[src/rtl/mem_access_unit_if.sv]
// Data-memory request/grant bus between the MEM stage and data memory.
// master = MEM-stage unit, slave = memory side.
interface mem_access_unit_if;
  logic        DMReq_OUT;
  logic        DMWe_OUT;
  logic [31:0] DMAddr_OUT;
  logic [3:0]  DMByteEn_OUT;
  logic [31:0] DMData_OUT;
  logic        DMGnt_IN;
  logic [31:0] DMData_IN;
  logic        DMDataValid_IN;

  modport master (
    output DMReq_OUT, DMWe_OUT, DMAddr_OUT, DMByteEn_OUT, DMData_OUT,
    input  DMGnt_IN, DMData_IN, DMDataValid_IN
  );

  modport slave (
    input  DMReq_OUT, DMWe_OUT, DMAddr_OUT, DMByteEn_OUT, DMData_OUT,
    output DMGnt_IN, DMData_IN, DMDataValid_IN
  );
endinterface

[src/rtl/mem_access_unit.sv]
// MEM-stage access unit: MIPS loads/stores incl. LWL/LWR/SWL/SWR,
// request/grant memory handshake, pipeline stall and bus timeout.
module mem_access_unit #(
  parameter bit BIG_ENDIAN     = 1'b1,
  parameter int TIMEOUT_CYCLES = 255,
  parameter int CNT_W          = 16
) (
  input  logic        CLOCK,
  input  logic        RESET,
  input  logic        Valid_IN,
  input  logic [5:0]  MemControl_IN,
  input  logic [31:0] ALUResult_IN,
  input  logic [31:0] MemWriteData_IN,
  output logic        Stall_OUT,
  output logic [31:0] WriteData_OUT,
  output logic        WriteDataValid_OUT,
  output logic        Fault_OUT,
  mem_access_unit_if.master dm
);

  typedef enum logic [2:0] {
    S_IDLE, S_REQ, S_WAIT, S_DONE, S_FAULT
  } state_t;

  localparam logic [CNT_W-1:0] TO_LAST = CNT_W'(TIMEOUT_CYCLES - 1);

  state_t           state;
  logic [CNT_W-1:0] cnt;
  logic             load_q;
  logic [31:0]      result;
  logic             fault_q;
  logic             req_q;
  logic             we_q;
  logic [31:0]      addr_q;
  logic [3:0]       be_q;
  logic [31:0]      data_q;

  logic is_lb, is_lbu, is_lh, is_lhu, is_lwl, is_lwr, is_lw;
  logic is_sb, is_sh, is_sw, is_swl, is_swr;
  logic is_load, is_store, is_mem, misalign;

  assign is_lb  = (MemControl_IN == 6'd33);
  assign is_lbu = (MemControl_IN == 6'd42);
  assign is_lh  = (MemControl_IN == 6'd43);
  assign is_lhu = (MemControl_IN == 6'd44);
  assign is_lwl = (MemControl_IN == 6'd45);
  assign is_lwr = (MemControl_IN == 6'd46);
  assign is_lw  = (MemControl_IN == 6'd40) |
                  (MemControl_IN == 6'd53) |
                  (MemControl_IN == 6'd61);
  assign is_sb  = (MemControl_IN == 6'd47);
  assign is_sh  = (MemControl_IN == 6'd48);
  assign is_sw  = (MemControl_IN == 6'd49) |
                  (MemControl_IN == 6'd54);
  assign is_swl = (MemControl_IN == 6'd50);
  assign is_swr = (MemControl_IN == 6'd51);

  assign is_load  = is_lb | is_lbu | is_lh | is_lhu |
                    is_lwl | is_lwr | is_lw;
  assign is_store = is_sb | is_sh | is_sw | is_swl | is_swr;
  assign is_mem   = is_load | is_store;

  assign misalign =
    ((is_lh | is_lhu | is_sh) & ALUResult_IN[0]) |
    ((is_lw | is_sw) & (|ALUResult_IN[1:0]));

  // e is the offset in big-endian numbering; lane/hsh locate the
  // addressed byte and halfword inside the 32-bit word.
  logic [1:0] ofs, e, lane, hsh;
  assign ofs  = ALUResult_IN[1:0];
  assign e    = BIG_ENDIAN ? ofs : ~ofs;
  assign lane = ~e;
  assign hsh  = {~e[1], 1'b0};

  logic [31:0] rt, word, ld_data, st_data;
  logic [7:0]  ld_b;
  logic [15:0] ld_h;
  logic [3:0]  st_be;

  assign rt   = MemWriteData_IN;
  assign word = dm.DMData_IN;
  assign ld_b = 8'(word >> {lane, 3'b000});
  assign ld_h = 16'(word >> {hsh, 3'b000});

  // Align and extend the returned word; LWL/LWR merge with rt.
  always_comb begin
    ld_data = word;
    unique case (1'b1)
      is_lb:   ld_data = {{24{ld_b[7]}}, ld_b};
      is_lbu:  ld_data = {24'd0, ld_b};
      is_lh:   ld_data = {{16{ld_h[15]}}, ld_h};
      is_lhu:  ld_data = {16'd0, ld_h};
      is_lwl:  ld_data = (word << {e, 3'b000}) |
                         (rt & ~(32'hFFFF_FFFF << {e, 3'b000}));
      is_lwr:  ld_data = (word >> {~e, 3'b000}) |
                         (rt & ~(32'hFFFF_FFFF >> {~e, 3'b000}));
      default: ld_data = word;
    endcase
  end

  // Position store data on its lanes and build the byte enables.
  always_comb begin
    st_data = rt;
    st_be   = 4'b1111;
    unique case (1'b1)
      is_sb: begin
        st_data = {4{rt[7:0]}};
        st_be   = 4'b0001 << lane;
      end
      is_sh: begin
        st_data = {2{rt[15:0]}};
        st_be   = 4'b0011 << hsh;
      end
      is_swl: begin
        st_data = rt >> {e, 3'b000};
        st_be   = 4'b1111 >> e;
      end
      is_swr: begin
        st_data = rt << {~e, 3'b000};
        st_be   = 4'b1111 << ~e;
      end
      default: ;
    endcase
  end

  // Access FSM with registered bus fields, result and fault pulse.
  always_ff @(posedge CLOCK or posedge RESET) begin
    if (RESET) begin
      state   <= S_IDLE;
      cnt     <= '0;
      load_q  <= 1'b0;
      result  <= '0;
      fault_q <= 1'b0;
      req_q   <= 1'b0;
      we_q    <= 1'b0;
      addr_q  <= '0;
      be_q    <= '0;
      data_q  <= '0;
    end else begin
      req_q   <= 1'b0;
      fault_q <= 1'b0;
      unique case (state)
        S_IDLE: begin
          if (Valid_IN && is_mem) begin
            we_q   <= is_store;
            addr_q <= {ALUResult_IN[31:2], 2'b00};
            be_q   <= st_be;
            data_q <= st_data;
            load_q <= is_load;
            cnt    <= '0;
            if (misalign) begin
              state   <= S_FAULT;
              fault_q <= 1'b1;
            end else begin
              state <= S_REQ;
              req_q <= 1'b1;
            end
          end
        end
        S_REQ: begin
          cnt <= cnt + 1'b1;
          if (dm.DMGnt_IN && (!load_q || dm.DMDataValid_IN)) begin
            if (load_q) result <= ld_data;
            state <= S_DONE;
          end else if (cnt == TO_LAST) begin
            state   <= S_FAULT;
            fault_q <= 1'b1;
          end else if (dm.DMGnt_IN) begin
            state <= S_WAIT;
          end else begin
            req_q <= 1'b1;
          end
        end
        S_WAIT: begin
          cnt <= cnt + 1'b1;
          if (dm.DMDataValid_IN) begin
            result <= ld_data;
            state  <= S_DONE;
          end else if (cnt == TO_LAST) begin
            state   <= S_FAULT;
            fault_q <= 1'b1;
          end
        end
        S_DONE:  state <= S_IDLE;
        S_FAULT: state <= S_IDLE;
        default: state <= S_IDLE;
      endcase
    end
  end

  assign Stall_OUT = ~RESET & (
    ((state == S_IDLE) & Valid_IN & is_mem) |
    (state == S_REQ) | (state == S_WAIT));

  assign WriteDataValid_OUT = (state == S_DONE) |
    ((state == S_IDLE) & Valid_IN & ~is_mem);

  assign WriteData_OUT = ((state == S_DONE) && load_q) ?
                         result : ALUResult_IN;

  assign Fault_OUT       = fault_q;
  assign dm.DMReq_OUT    = req_q;
  assign dm.DMWe_OUT     = we_q;
  assign dm.DMAddr_OUT   = addr_q;
  assign dm.DMByteEn_OUT = be_q;
  assign dm.DMData_OUT   = data_q;

endmodule

[src/flat_wrapper.sv]
// flat-port wrapper written by rule: the top's interface ports become plain ports
module mem_access_unit_flat 
#(
  parameter bit BIG_ENDIAN     = 1'b1,
  parameter int TIMEOUT_CYCLES = 255,
  parameter int CNT_W          = 16
)
  (CLOCK, RESET, Valid_IN, MemControl_IN, ALUResult_IN, MemWriteData_IN, Stall_OUT, WriteData_OUT, WriteDataValid_OUT, Fault_OUT, dm_DMReq_OUT, dm_DMWe_OUT, dm_DMAddr_OUT, dm_DMByteEn_OUT, dm_DMData_OUT, dm_DMGnt_IN, dm_DMData_IN, dm_DMDataValid_IN);
  mem_access_unit_if dm_i ();
  input  logic CLOCK;
  input  logic RESET;
  input  logic Valid_IN;
  input  logic [5:0] MemControl_IN;
  input  logic [31:0] ALUResult_IN;
  input  logic [31:0] MemWriteData_IN;
  output logic Stall_OUT;
  output logic [31:0] WriteData_OUT;
  output logic WriteDataValid_OUT;
  output logic Fault_OUT;
  output wire logic [$bits(dm_i.DMReq_OUT)-1:0] dm_DMReq_OUT;
  output wire logic [$bits(dm_i.DMWe_OUT)-1:0] dm_DMWe_OUT;
  output wire logic [$bits(dm_i.DMAddr_OUT)-1:0] dm_DMAddr_OUT;
  output wire logic [$bits(dm_i.DMByteEn_OUT)-1:0] dm_DMByteEn_OUT;
  output wire logic [$bits(dm_i.DMData_OUT)-1:0] dm_DMData_OUT;
  input wire logic [$bits(dm_i.DMGnt_IN)-1:0] dm_DMGnt_IN;
  input wire logic [$bits(dm_i.DMData_IN)-1:0] dm_DMData_IN;
  input wire logic [$bits(dm_i.DMDataValid_IN)-1:0] dm_DMDataValid_IN;
  assign dm_DMReq_OUT = dm_i.DMReq_OUT;
  assign dm_DMWe_OUT = dm_i.DMWe_OUT;
  assign dm_DMAddr_OUT = dm_i.DMAddr_OUT;
  assign dm_DMByteEn_OUT = dm_i.DMByteEn_OUT;
  assign dm_DMData_OUT = dm_i.DMData_OUT;
  assign dm_i.DMGnt_IN = dm_DMGnt_IN;
  assign dm_i.DMData_IN = dm_DMData_IN;
  assign dm_i.DMDataValid_IN = dm_DMDataValid_IN;
  mem_access_unit #(.BIG_ENDIAN(BIG_ENDIAN), .TIMEOUT_CYCLES(TIMEOUT_CYCLES), .CNT_W(CNT_W)) u_core (.CLOCK(CLOCK), .RESET(RESET), .Valid_IN(Valid_IN), .MemControl_IN(MemControl_IN), .ALUResult_IN(ALUResult_IN), .MemWriteData_IN(MemWriteData_IN), .Stall_OUT(Stall_OUT), .WriteData_OUT(WriteData_OUT), .WriteDataValid_OUT(WriteDataValid_OUT), .Fault_OUT(Fault_OUT), .dm(dm_i));
endmodule
[config.mk]
export PLATFORM = sky130hd
export DESIGN_NAME = mem_access_unit_flat
export DESIGN_NICKNAME = d
export VERILOG_FILES = /design/src/rtl/mem_access_unit_if.sv /design/src/rtl/mem_access_unit.sv /design/src/flat_wrapper.sv
export SDC_FILE = /design/constraint.sdc
export NUM_CORES = 1
export LEC_CHECK = 0
export CAP_MARGIN = 30
export CORE_MARGIN = 3
export CORE_UTILIZATION = 47
export CTS_BUF_LIST = sky130_fd_sc_hd__clkbuf_4
export CTS_CLUSTER_SIZE = 20
export DETAILED_ROUTE_END_ITERATION = 12
export PLACE_DENSITY = 0.83
export SYNTH_ARGS = -nofsm -noshare
export SYNTH_HDL_FRONTEND = slang
export SYNTH_SLANG_ARGS = --single-unit
export TNS_END_PERCENT = 1
[constraint.sdc]
create_clock -name CLOCK -period 3.8 [get_ports CLOCK]
set_input_delay 0.57 -clock CLOCK [delete_from_list [all_inputs] [get_ports CLOCK]]
set_output_delay 0.57 -clock CLOCK [all_outputs]
set_load 0.01 [all_outputs]
## After elaboration in Yosys (flattened, before gate mapping)

Index checks and enable logic that the tools add are counted.
Widths: inputs -> output; s select.

- Equality and inequality tests: 25
- Bitwise logic cells: 37
- $add $sub $neg: 1
- Mux-type cells: 30
- Reductions and logical operators: 14
- Shift-type cells: 11

Operator list:

| operator | number |
|---|---|
| $pmux 32 s6 | 1 |
| $mux 32 | 4 |
| $pmux 32 s4 | 1 |
| $eq 6x6->1 const B | 15 |
| $and 32x32->32 | 2 |
| $not 32->32 | 2 |
| $or 32x32->32 | 2 |
| $pmux 32 s2 | 1 |
| $shl 32x5->32 | 2 |
| $shr 32x5->32 | 2 |
| $pmux 16 s2 | 1 |
| $shl 32x5->32 const A | 1 |
| $shr 32x5->16 | 1 |
| $shr 32x5->32 const A | 1 |
| $mux 3 | 7 |
| $or 1x1->1 | 21 |
| $add 16x1->16 const B | 1 |
| $eq 16x8->1 const B | 1 |
| $mux 16 | 1 |
| $pmux 4 s4 | 1 |
| $mux 1 | 10 |
| $pmux 3 s3 | 1 |
| $and 1x1->1 | 6 |
| $eq 3x2->1 const B | 2 |
| other kinds (22) | 31 |

- Logic and storage cells: 128
- Register bits: 121
- Output and inout port bits: 105

## Logic depth before layout (Yosys ltp)

Gate-level depths: netlist of run 1.

- Depth after elaboration: 12
- Mapped depth: 9
- Mapped depth without buffers: 6

## Worst setup path after synthesis of run 1

OpenSTA, ideal clock, no wires.

- Path kind: input-to-output
- Start point: input port MemControl_IN[2]
- End point: output port WriteDataValid_OUT
- Path buffers: 2
- Required time: 3.230 ns
- Stages on the path: 7
- Slack: 1.240 ns
- Arrival: 1.990 ns
- Cells stage by stage: buf_2 nand2b_1 a21o_2 nor3_2 clkbuf_1 o211ai_1 a21oi_1

- Cells in the longest elaborated chain, start to end: 11
- Elaborated cells on any way between the ends: 32
- Those cells by class: eq/ne (15); bitwise (17)

Ends and longest elaborated chain:

| item | RTL line | source |
|---|---|---|
| start: declaration | flat_wrapper.sv:13 | `input logic [5:0] MemControl_IN;` |
| $eq 6x6->1, on equally long branches | mem_access_unit.sv:42, mem_access_unit.sv:43 |  |
| $or 1x1->1 (4 in series) | mem_access_unit.sv:58 | `assign is_load = is_lb \| is_lbu \| is_lh \| is_lhu \|` |
| $or 1x1->1 (2 in series) | mem_access_unit.sv:59 | `is_lwl \| is_lwr \| is_lw;` |
| $or 1x1->1 (*) | mem_access_unit.sv:61 | `assign is_mem = is_load \| is_store;` |
| $not 1->1 (*) | mem_access_unit.sv:196 | `((state == S_IDLE) & Valid_IN & ~is_mem);` |
| $and 1x1->1 (*) | mem_access_unit.sv:196 |  |
| $or 1x1->1 (*) | mem_access_unit.sv:195 | `assign WriteDataValid_OUT = (state == S_DONE) \|` |
| end: declaration | flat_wrapper.sv:18 | `output logic WriteDataValid_OUT;` |

Every way passes the cells marked *; elsewhere a longest branch is shown, timed or not.

## Worst setup path in the final report of run 1

- Start point: input port MemControl_IN[1]
- End point: output port Stall_OUT

- Cells in the longest elaborated chain, start to end: 12
- Elaborated cells on any way between the ends: 33
- Those cells by class: eq/ne (15); bitwise (18)

Ends and longest elaborated chain:

| item | RTL line | source |
|---|---|---|
| $eq 6x6->1, on equally long branches | mem_access_unit.sv:42, mem_access_unit.sv:43 |  |
| $or 1x1->1 (4 in series) | mem_access_unit.sv:58 |  |
| $or 1x1->1 (2 in series) | mem_access_unit.sv:59 |  |
| $or 1x1->1 (*) | mem_access_unit.sv:61 |  |
| $and 1x1->1 (*) | mem_access_unit.sv:192 | `((state == S_IDLE) & Valid_IN & is_mem) \|` |
| $or 1x1->1 (*) | mem_access_unit.sv:192 |  |
| $or 1x1->1 (*) | mem_access_unit.sv:193 | `(state == S_REQ) \| (state == S_WAIT));` |
| $and 1x1->1 (*) | mem_access_unit.sv:191 | `assign Stall_OUT = ~RESET & (` |
| end: declaration | flat_wrapper.sv:16 | `output logic Stall_OUT;` |

Marked as above.

==> summary.txt, run 1 <==
Placed design
  – Gpl congestion: 0.9951
  – Placed instance area: 11280 um^2
  – Pre-CTS WS: 0.4112 ns
  – Buffers added on ports: 209
  – Placed insts: 1377
  – Final HPWL DP: 23170 um

Synthesis
  – Synth Area in Compound Gates: 22.82%
  – Yosys warning total: 0
  – Post-synth EDFFs: 0
  – Post-synthesis mux area share: 20.91%
  – Largest family of logic cells by synthesized area: compound AO/OA/AOI/OAI gates
  – Sequential area share after synthesis: 34.03%
  – Synth Area in Adders: 0.2813%
  – Ys flop type: dfrtp_1
  – Top cells by count, synth: dfrtp_1 (121), o21ai_0 (102), nor2_1 (82)
  – Synth top area cells: dfrtp_1 (34%), mux2_2 (8.7%), mux2i_1 (5.9%)
  – Post-synthesis xor/xnor area fraction: 0%
  – Syn Area/Cell: 9.107 um^2
  – Count leader, synth: dfrtp_1
  – Largest area contributor in the netlist: dfrtp_1
  – Ys async rst share: 100.0%
  – Simple-Gate Fraction of Synth Area: 17.02%
  – Synth unique cells: 67
  – Gate Count Post-Synth: 977
  – Cell area after synthesis: 8897 um^2
  – Synth top area share: 34.03%
  – Register bit total from synthesis: 121

Pwr
  – PwrDens: 529.5 nW/um^2
  – Static leakage: 0.004581 uW
  – Max VDD drop: 0.3920 mV

Min path
  – Min-Delay Path Class: primary input to async pin

STA
  – RSZ-0062 raised after global routing: no
  – Slew HR: 48.65%
  – Final setup fails: 0
  – Min Tclk post-route: 3.417 ns
  – Tightest Pin Transition: 0.7640 ns
  – Setup TNS: 0 ns
  – Max-slew violation count: 0
  – Maximum operating frequency: 0.2926 GHz
  – Fin worst setup slack: 0.3827 ns
  – Fin. Hold Viols: 0
  – Max Clock Skew: 0.01551 ns
  – Fin crit share: 89.93%

Global route
  – Initial antenna violation count: 1
  – First-pass GRT wire length: 49310 um
  – GRT overflow: 0
  – Vias in the first global route: 8637
  – GRT Total Usage: 30.51%
  – Largest net degree at the start of global routing: 87

Final layout
  – Synth-to-layout area growth: 29.90%
  – Footprint of the multi-input gates: 5449 um^2
  – Share of layout cells above drive strength 1: 16.86%
  – Fillers: 1561
  – Final instance area: 11560 um^2
  – # nets final: 1276
  – FF+latch area: 3028 um^2
  – Non-filler cells, final: 1410

Critical path
  – Slowest CP cell: clkdlybuf4s50_1
  – Critical path buffer and inverter count: 2
  – R2r worst-path depth: 6
  – CP Capture Type: primary output
  – Setup crit start kind: primary input
  – Crit path top cell by count: clkdlybuf4s50_1
  – Slowest stage delay, CP: 0.64 ns
  – Arrival @ worst endpoint: 2.85 ns
  – Worst endpoint required time: 3.23 ns
  – Max FO, Critical Path: 11
  – Critical path cell sequence: clkdlybuf4s50_1, nor4b_2, a21o_2, o311ai_2, a21oi_1, clkdlybuf4s50_1
  – Worst R2R Start: u_core.state[1]
  – Reg2reg setup slack: 1.31 ns
  – Top cell family by delay on the critical path: buffers and inverters
  – Crit path kind: primary input to primary output
  – Worst flop-to-flop path endpoint: u_core.result[5]

Detailed routing
  – DRC Markers: 0
  – ANT nets after route: 0
  – DR WL/cell: 22.60 um
  – Via-per-instance ratio: 6.518
  – Vias: 9190
  – Drt first pass iters: 6
  – DRT iter0 DRCs: 1296
  – WL final: 31870 um

Floorplanning
  – IO Pins: 212
  – Die ar.: 20620 um^2
  – Chip height: 143.6 um
  – Die X-Extent: 143.6 um
  – Core area: 18270 um^2
  – Starting Density: 48.70%
  – Core Rows: 49

Clocking
  – Clk root buf: clkbuf_4
  – Clk slew on worst S/H paths: 0.12 ns
  – Skew-Pair Late Insertion Delay: 0.55 ns
  – CTS Buffer Depth: 2
  – Post-CTS setup buffer count: 0
  – Hold-fix buffers at CTS: 0
  – CTS resizes: 0
  – CTS H-Tree Depth: 4
  – Clock sinks: 121
  – Clock buffer count from CTS: 17
  – CTS tree: done

Run
  – Max-Cap Viols: 0

Run status
  – Outcome: finished, final reports clean
[logic make-up after synthesis]
family / after synthesis
and+or+nand+nor: 294
buffers and inverters: 98
AOI/OAI and AO/OA: 311
other: 1
DFF: 121
adders and majority gates: 2
muxes: 150
[layer usage]
| metal | routed length (um) | GRT usage, % | vias up | share of wire [%] |
|---|---|---|---|---|
| li1 | - | - | 4098 | - |
| met1 | 12780 | 42.15 | 4401 | 40 |
| met3 | 3524 | 8.852 | 97 | 11 |
| met5 | 0 | 0 | - | 0 |
| met4 | 1136 | 10.60 | 0 | 3.6 |
| met2 | 14430 | 46.03 | 594 | 45 |
[report_power, final]
part           internal (uW)  switching [uW]  total (uW)
combinational           1570            1350        2920
sequential              1860             386        2250
clock                    388             560         948
[final cells by class]
type / instances / area share [%]
diodes: 1 / 0.02165
well taps: 229 / 2.479
clock inverters: 15 / 1.310
repair buffers: 256 / 21.33
multi-input cells: 759 / 47.15
clock buffers: 17 / 1.104
inverters: 12 / 0.4114
flip-flops and latches: 121 / 26.20
[cell usage in the layout (no fill, tap or decap), drive strengths merged, types with 11 or more instances in the layout]
cell type,n
clkdlybuf4s50,207
dfrtp,121
o21ai,104
nor2,83
mux2,81
nand2,69
a21oi,60
mux2i,52
buf,49
a211oi,26
nor3,23
a221oi,21
mux4,17
clkbuf,17
nand3,16
nor2b,15
a22oi,15
nor4,15
inv,13
a31oi,12
nand4b,11
[worst max-delay path by stage]
| stage | startpoint | to | slack [ns] | cells after the start |
|---|---|---|---|---|
| 2_1_floorplan | RESET | u_core.Fault_OUT | 0.02 | 1 |
| 3_3_place_gp | MemControl_IN[1] | Stall_OUT | 0.41 | 6 |
| 3_5_place_dp | MemControl_IN[1] | Stall_OUT | 0.41 | 6 |
| 4_1_cts | MemControl_IN[1] | Stall_OUT | 0.41 | 6 |
| 5_1_grt | u_core.state[0] | WriteData_OUT[13] | 0.25 | 5 |
| 6_report | MemControl_IN[1] | Stall_OUT | 0.38 | 6 |
[state kept, by name, summed over array words and instances (netlist names)]
| name | count |
|---|---|
| u_core.load_q | 1 |
| u_core.dm.DMAddr_OUT | 30 |
| u_core.cnt | 16 |
| u_core.dm.DMData_OUT | 32 |
| u_core.state | 3 |
| u_core.dm.DMByteEn_OUT | 4 |
| u_core.Fault_OUT | 1 |
| u_core.result | 32 |
| u_core.dm.DMWe_OUT | 1 |
| u_core.dm.DMReq_OUT | 1 |
[stage by stage]
step | utilization (%) | hold WS [ns] | power [uW]
6_report | 63.26 | 0.3989 | 6120
4_1_cts | 63.24 | 0.4058 | 6130
5_1_grt | 63.26 | 0.4063 | 6484
3_3_place_gp | 61.68 | 0.4746 | 5084
3_5_place_dp | 61.72 | 0.4786 | 5167
2_1_floorplan | - | 0.4460 | 3680
Power figures use the tool's default switching activity.
==> inputs of run 2 (changes only) <==
ABC_CLOCK_PERIOD_IN_PS = 3800   (was not set)
==> results of run 2 <==
No change in the layout: final DEF, timing and power equal those of run 1.
==> inputs of run 3 (changes only) <==
CTS_CLUSTER_DIAMETER = 120   (was not set)
RECOVER_POWER = 25   (was not set)
==> run 3 against run 2 <==
The run now ends with max-capacitance violations, max-slew violations left. Register-to-register slack improved by 0.04 ns. Combinational power about the same. Sequential share of layout area about the same. Clock power decreased by 0.5%. Die area unchanged. Non-clock buffer count unchanged. Flip-flop and latch count unchanged. Critical path depth unchanged. Maximum frequency increased by 0.60%. Critical path type unchanged.
==> summary.txt, run 3 (synthesis gave the netlist of run 1 again) <==
Run status
  – Outcome: finished, violations left
  – Failing checks: max-capacitance violations, max-slew violations

Clocking
  – Clk slew on worst S/H paths: 0.10 ns
  – Clock sinks: 121
  – Hold-fix buffers at CTS: 0
  – CTS resizes: 0
  – Clock buffer count from CTS: 17
  – Clk root buf: clkbuf_4
  – CTS tree: done
  – Skew-Pair Late Insertion Delay: 0.55 ns
  – CTS Buffer Depth: 2
  – CTS H-Tree Depth: 4
  – Post-CTS setup buffer count: 0

Critical path
  – Worst endpoint required time: 3.23 ns
  – Crit path kind: primary input to primary output
  – CP Launch Point: MemControl_IN[1]
  – Crit path top cell by count: clkdlybuf4s50_1
  – Setup crit start kind: primary input
  – Arrival @ worst endpoint: 2.83 ns
  – Max FO, Critical Path: 11
  – Slowest CP cell: clkdlybuf4s50_1
  – Worst R2R Start: u_core.state[1]
  – Critical path buffer and inverter count: 2
  – Top cell family by delay on the critical path: buffers and inverters
  – CP Capture Type: primary output
  – Slowest stage delay, CP: 0.62 ns
  – Critical path cell sequence: clkdlybuf4s50_1, nor4b_2, a21o_2, o311ai_2, a21oi_1, clkdlybuf4s50_1

Final layout
  – Footprint of the multi-input gates: 5449 um^2
  – Share of the core filled with cells: 63.18%
  – Synth-to-layout area growth: 29.74%
  – # nets final: 1276
  – Most frequent cells in the layout: clkdlybuf4s50_1 (206), dfrtp_1 (121), o21ai_0 (102), nor2_1 (82)
  – Fillers: 1564
  – FF+latch area: 3028 um^2
  – Share of layout cells above drive strength 1: 16.86%
  – Most common cell after layout, fill and taps aside: clkdlybuf4s50_1

Detailed routing
  – Via-per-instance ratio: 6.513
  – Vias: 9184
  – DRT iter0 DRCs: 1222
  – DR WL/cell: 22.60 um
  – DRC Markers: 0
  – ANT nets after route: 0
  – Drt first pass iters: 8
  – WL final: 31870 um

Placed design
  – Buffers added on ports: 209
  – Final HPWL DP: 23170 um
  – Gpl congestion: 0.9951

Floorplanning
  – Chip height: 143.6 um
  – Die X-Extent: 143.6 um
  – Starting Density: 48.70%
  – Core area: 18270 um^2
  – IO Pins: 212
  – Die ar.: 20620 um^2
  – Core Rows: 49

Global route
  – Vias in the first global route: 8637
  – GRT overflow: 0
  – First-pass GRT wire length: 49310 um
  – GRT Total Usage: 30.51%
  – Largest net degree at the start of global routing: 87
  – Initial antenna violation count: 1

STA
  – Max-slew violation count: 37
  – Tightest Pin Transition: 1.629 ns
  – Fin. Hold Viols: 0
  – Min Tclk post-route: 3.397 ns
  – Hold slack: 0.4971 ns
  – Maximum operating frequency: 0.2944 GHz
  – Final setup fails: 0
  – Max Clock Skew: 0.01435 ns
  – Setup TNS: 0 ns
  – Slew HR: -9.197%
  – RSZ-0062 raised after global routing: no
  – Fin crit share: 89.39%

Pwr
  – Max VDD drop: 0.3914 mV
  – Power Total: 6112 uW
  – PwrDens: 529.5 nW/um^2
  – Static leakage: 0.004572 uW

Min path
  – Min-Delay Path Class: flip-flop to flip-flop
  – Hold_sp: u_core.dm.DMWe_OUT

Run
  – Max-Cap Viols: 1
## run 3: cell count changes in the layout (fill, tap and decap cells not counted), sizes merged
cell | before | now
clkinvlp | 4 | 5
buf | 49 | 48
inv | 13 | 12
dlygate4sd3 | 0 | 1
clkdlybuf4s50 | 207 | 206
clkbuf | 17 | 18
## run 3: where the power goes
part,total (uW),internal (uW),switching (uW),leakage [uW]
Sequential,2250,1860,387,0.00147
Combinational,2920,1570,1350,0.00296
Clock,943,388,555,0.000139
Total,6110,3820,2290,0.00457
## run 3: metal layers
metal / share of wire (%) / GRT usage [%]
met3: 12 / 8.852
met4: 3.9 / 10.60
met1: 40 / 42.15
met2: 45 / 46.03
met5: 0 / 0
## run 3: cell type report
class	count	share of cell area (%)
antenna	1	0.02168
clock buffer	17	1.106
clock inverter	15	1.312
inverter	12	0.4010
multi-input combinational	759	47.20
sequential	121	26.23
tap	229	2.482
timing repair buffer	256	21.24
## run 3: path summary, 6_finish.rpt
| path | endpoint | slack (ns) | cells after the start |
|---|---|---|---|
| worst max-delay path | Stall_OUT | 0.40 | 6 |
| min in group asynchronous | u_core.state[1] | 0.86 | 2 |
| worst max register to register | u_core.result[5] | 1.35 | 6 |
| max in group asynchronous | u_core.dm.DMAddr_OUT[18] | 0.93 | 3 |
| worst min register to register | u_core.dm.DMWe_OUT | 0.50 | 2 |
| worst min-delay path | u_core.dm.DMWe_OUT | 0.50 | 2 |
## run 3: worst reg2reg max path: cells and delay by family (launching register included)
family                 cells  cell delay, ns
AOI/OAI and AO/OA          3            1.13
DFF                        1            0.51
and+or+nand+nor            2            0.39
buffers and inverters      1            0.27
## run 3: metrics by stage
stage / worst slack [ns] / instance area, um^2 / std cells
2_1_floorplan: 0.01583 / 8901 / 978
3_3_place_gp: 0.4078 / 11270 / 1376
3_5_place_dp: 0.4112 / 11280 / 1377
4_1_cts: 0.4107 / 11550 / 1409
5_1_grt: 0.2499 / 11540 / 1410
6_report: 0.4031 / 11540 / 1410
